## config.mk

```make
export PLATFORM = sky130hd
export DESIGN_NAME = funct_generator_fifo
export DESIGN_NICKNAME = d
export VERILOG_FILES = /design/src/rtl/funct_generator_fifo.sv
export SDC_FILE = /design/constraint.sdc
export NUM_CORES = 1
export LEC_CHECK = 0
export CAP_MARGIN = 20
export CORE_ASPECT_RATIO = 0.7
export CORE_UTILIZATION = 50
export CTS_CLUSTER_SIZE = 12
export DETAILED_ROUTE_END_ITERATION = 10
export PLACE_DENSITY = 0.67
export SETUP_SLACK_MARGIN = 0.02
export SLEW_MARGIN = 20
export SYNTH_ARGS = -nofsm -noshare
export SYNTH_HDL_FRONTEND = slang
export SYNTH_SLANG_ARGS = --single-unit
```

## constraint.sdc

```tcl
create_clock -name clk -period 5.8 [get_ports clk]
set_input_delay 0.87 -clock clk [delete_from_list [all_inputs] [get_ports clk]]
set_output_delay 0.87 -clock clk [all_outputs]
set_load 0.005 [all_outputs]
```

## src/rtl/funct_generator_fifo.sv

```systemverilog
// Circular sample buffer between the function-generator adder and the LUT/output stage.
// The write side captures adder results; the read side has a registered port with 1-cycle latency.
`ifndef LUT_ADDR
`define LUT_ADDR 10
`endif

module funct_generator_fifo #(
  parameter int DATA_WIDTH = `LUT_ADDR,
  parameter int DEPTH      = 16,
  parameter int AF_LEVEL   = DEPTH - 2
) (
  input  logic                         clk,
  input  logic                         rst,
  input  logic                         clrh,
  input  logic                         wr_en_i,
  input  logic [DATA_WIDTH-1:0]        data_i,
  input  logic                         rd_en_i,
  output logic [DATA_WIDTH-1:0]        data_o,
  output logic                         data_valid_o,
  output logic                         full_o,
  output logic                         empty_o,
  output logic                         almost_full_o,
  output logic [$clog2(DEPTH):0]       count_o,
  output logic                         overflow_o,
  output logic                         underflow_o
);

  localparam int PTR_W = $clog2(DEPTH);
  localparam int CNT_W = PTR_W + 1;
  localparam logic [CNT_W-1:0] DEPTH_C = CNT_W'(DEPTH);
  localparam logic [CNT_W-1:0] AF_C    = CNT_W'(AF_LEVEL);

  logic [DATA_WIDTH-1:0] r_mem [DEPTH];
  logic [PTR_W-1:0]      r_wr_ptr;
  logic [PTR_W-1:0]      r_rd_ptr;
  logic [CNT_W-1:0]      r_count;
  logic [DATA_WIDTH-1:0] r_data;
  logic                  r_valid;
  logic                  r_overflow;
  logic                  r_underflow;

  logic w_full;
  logic w_empty;
  logic w_rd_acc;
  logic w_wr_acc;

  assign w_full   = (r_count == DEPTH_C);
  assign w_empty  = (r_count == '0);
  // A read frees a slot in the same edge, so a full buffer still takes a paired write.
  assign w_rd_acc = rd_en_i && !w_empty;
  assign w_wr_acc = wr_en_i && (!w_full || w_rd_acc);

  // Storage is never reset so it maps onto block RAM.
  always_ff @(posedge clk) begin
    if (w_wr_acc && !clrh && !rst) begin
      r_mem[r_wr_ptr] <= data_i;
    end
  end

  always_ff @(posedge clk or posedge rst) begin
    if (rst) begin
      r_wr_ptr    <= '0;
      r_rd_ptr    <= '0;
      r_count     <= '0;
      r_data      <= '0;
      r_valid     <= 1'b0;
      r_overflow  <= 1'b0;
      r_underflow <= 1'b0;
    end else if (clrh) begin
      r_wr_ptr    <= '0;
      r_rd_ptr    <= '0;
      r_count     <= '0;
      r_data      <= '0;
      r_valid     <= 1'b0;
      r_overflow  <= 1'b0;
      r_underflow <= 1'b0;
    end else begin
      if (w_wr_acc) begin
        r_wr_ptr <= r_wr_ptr + PTR_W'(1);
      end
      // Read-first: on a full rd+wr both pointers alias and the old entry is returned.
      if (w_rd_acc) begin
        r_data   <= r_mem[r_rd_ptr];
        r_rd_ptr <= r_rd_ptr + PTR_W'(1);
      end
      r_valid <= w_rd_acc;
      case ({w_wr_acc, w_rd_acc})
        2'b10:   r_count <= r_count + CNT_W'(1);
        2'b01:   r_count <= r_count - CNT_W'(1);
        default: r_count <= r_count;
      endcase
      if (wr_en_i && !w_wr_acc) begin
        r_overflow <= 1'b1;
      end
      if (rd_en_i && w_empty) begin
        r_underflow <= 1'b1;
      end
    end
  end

  assign data_o        = r_data;
  assign data_valid_o  = r_valid;
  assign full_o        = w_full;
  assign empty_o       = w_empty;
  assign almost_full_o = (r_count >= AF_C);
  assign count_o       = r_count;
  assign overflow_o    = r_overflow;
  assign underflow_o   = r_underflow;

  a_count_bound: assert property (@(posedge clk) disable iff (rst) r_count <= DEPTH_C);
  a_full_empty:  assert property (@(posedge clk) disable iff (rst) !(w_full && w_empty));

endmodule

```

==> flow_summary.yaml <==
critical_path:
  worstSetupPathType: "flip-flop to output port"
  cpPeakStageDelay_ns: 0.76
  required_ns: 4.93
  critical-path-top-delay-family: "simple AND/OR/NAND/NOR gates"
  path_buf_inv: 1
  path_cells: "or4_1, nor2_1, clkdlybuf4s50_1"
  worst_setup_path_start_kind: "flip-flop"
  crit_fanout: 10
  endpoint_kind: "output port"
  critPathArrivalTime_ns: 2.36
  critPathSlowestCell: "or4_1"
global_route:
  antenna_found_initial: 0
  grt_pass1_wl_mm: 22.83
  grt-ovfl-total: 0
  grt_max_degree: 44
  grt_pass1_vias: 3769
  grt_usage: 0.2095
yosys:
  synth_area_leader_cell: "edfxtp_1"
  synth-compound-area-share: 0.02476
  async_reset_ff_frac: 0.1398
  yosys_register_bits: 186
  synthAdderAreaFrac: 0.01595
  synthXorXnorAreaFrac: 0.01047
  yosysMostFrequentCell: "edfxtp_1"
  ys_top_cells_by_area: "edfxtp_1 (64%), mux4_2 (12%), dfrtp_1 (8.6%)"
  synth_nets: 419
  yosysSeqAreaShare: 0.7245
  syn-cell-area_um2: 7530
  yosys.area_share.simple: 0.05135
  postSynthCellCount: 395
  synthTopCellsByCount: "edfxtp_1 (160), mux4_2 (40), dfrtp_1 (26), nor2_1 (24), mux2i_1 (22)"
  synth_edf_count: 160
  yosys_warnings: 0
  synth_top_area_share: 0.6381
  synth_mux_area_frac: 0.1549
  synth.distinct_cells: 38
  synthFlopType: "edfxtp_1"
  synth_top_family_by_area: "multiplexers"
  syn_area_per_cell_um2: 19.06
cts:
  tritoncts: "done"
  insertion_delay_ns: 0.42
  cts_setup_buffers: 0
  cts_max_path_buffers: 2
  cts_sinks: 186
  clk_pin_slew_ns: 0.07
  htreeDepth: 4
  cts_hold_buf: 0
  root_buffer: "clkbuf_16"
  cts_resized: 0
  numCtsBuffers: 17
place:
  port_buffers: 35
  gp_congestion: 0.7361
  dpl.hpwl_mm: 8.932
route:
  viasPerCell: 5.920
  drtAntennaViolNets: 0
  drt-initial-drc-count: 343
  drt_pass1_iterations: 5
  wl_mm: 14.94
  wl_per_cell_um: 23.38
  drc_errors: 0
  via_count: 3783
timing:
  hold_viol: 0
  finClkSkew_ns: 0.01051
  slew_violations: 0
  tightestPinTransition_ns: 1.057
  slew_headroom: 0.2950
  rsz0062_at_grt: "no"
  fin_crit_ns: 3.230
  finalSetupViolations: 0
  setup_tns_ns: 0
  holdWs_ns: 0.5025
  min_period_over_period: 0.5568
  fmax_mhz: 309.6
power_and_ir_drop:
  p_leak_uw: 0.002879
  power_density_nw_per_um2: 376.6
  ir_drop_mv: 0.2244
finish:
  drive_above_1_share: 0.2005
  n_antenna_cell: 0
  area_growth_syn_to_layout_pct: 15.04
  fillers: 1098
  final_nets: 455
die:
  die_x_um: 148.7
  die_area_um2: 15560
  core_um2: 14720
  pin_count: 36
  fp.dieH_um: 104.7
  start_util: 0.5115
  rows: 37
outcome:
  outcome: "finished clean"
hold_path:
  holdCritPathClass: "flip-flop to flip-flop"
flow_run:
  drv_cap: 0
[path summary, 6_finish.rpt]
check / from / slack [ns] / to / cells past startpoint
min in group asynchronous: rst / 0.72 / r_wr_ptr[3] / 2
max in group asynchronous: rst / 4.46 / r_rd_ptr[3] / 3
worst min-delay path: underflow_o / 0.50 / underflow_o / 2
worst min register to register: underflow_o / 0.50 / underflow_o / 2
worst max-delay path: count_o[0] / 2.57 / empty_o / 3
worst max register to register: count_o[0] / 2.71 / count_o[4] / 10
[worst min-delay path: cells and delay by family (launching register included)]
family,cells,cell delay [ns]
DFF,1,0.34
and+or+nand+nor,1,0.08
AOI/OAI and AO/OA,1,0.04
[state kept, by name, summed over array words and instances (netlist names)]
| signal | flops |
|---|---|
| count_o | 5 |
| data_o | 10 |
| data_valid_o | 1 |
| overflow_o | 1 |
| r_mem | 160 |
| r_rd_ptr | 4 |
| r_wr_ptr | 4 |
| underflow_o | 1 |
[layer usage]
layer | track usage | share of wire | vias up
met2 | 0.3144 | 0.48 | 112
met1 | 0.3154 | 0.47 | 2013
li1 | - | - | 1647
met3 | 0.03712 | 0.046 | 11
met5 | 0 | 0 | -
met4 | 0.06186 | 0.0072 | 0
[cell families (layout without fill, tap and decap cells)]
group	count (synthesis)	count (layout)
DFF	186	186
and+or+nand+nor	71	71
muxes	66	66
buffers and inverters	31	80
AOI/OAI and AO/OA	23	23
adders and majority gates	9	9
xor gates and xnor gates	9	9
[cells in the final DEF, fill, tap and decap left out, types with 4 or more instances in the layout]
master	n
a21oi_1	5
and2_1	8
and3_1	9
buf_4	4
clkbuf_16	17
clkdlybuf4s50_1	35
dfrtp_1	24
edfxtp_1	160
ha_1	8
inv_1	9
inv_8	5
mux2_2	4
mux2i_1	22
mux4_2	40
nand2_1	7
nand3b_1	10
nor2_1	24
o221ai_1	10
xor2_1	6
[area by class of cell]
class / count / area, um2 / area share
Inverter: 9 / 33.78 / 0.003900
Multi-Input combinational cell: 178 / 1938 / 0.2237
Timing Repair Buffer: 39 / 380.4 / 0.04391
Clock buffer: 17 / 425.4 / 0.04911
Tap cell: 195 / 244.0 / 0.02817
Sequential cell: 186 / 5458 / 0.6301
Clock inverter: 15 / 182.7 / 0.02109
[metrics by stage]
stage | instances | setup WS [ns] | cell area, um2 | utilization | power [uW]
global route | 639 | 2.455 | 8662 | 0.5884 | 3385
finish | 639 | 2.570 | 8662 | 0.5884 | 3262
global placement | 607 | 2.447 | 8054 | 0.5471 | 2116
detailed placement | 607 | 2.325 | 8054 | 0.5471 | 2124
CTS | 639 | 2.545 | 8662 | 0.5884 | 3290
floorplan | 395 | 3.082 | 7530 | - | 1930
[power breakdown]
part / switching, uW / internal [uW]
Clock: 519 / 654
Sequential: 56.4 / 1500
Combinational: 260 / 274
Total: 835 / 2430
Note: power is estimated with default switching activity, not from simulation.
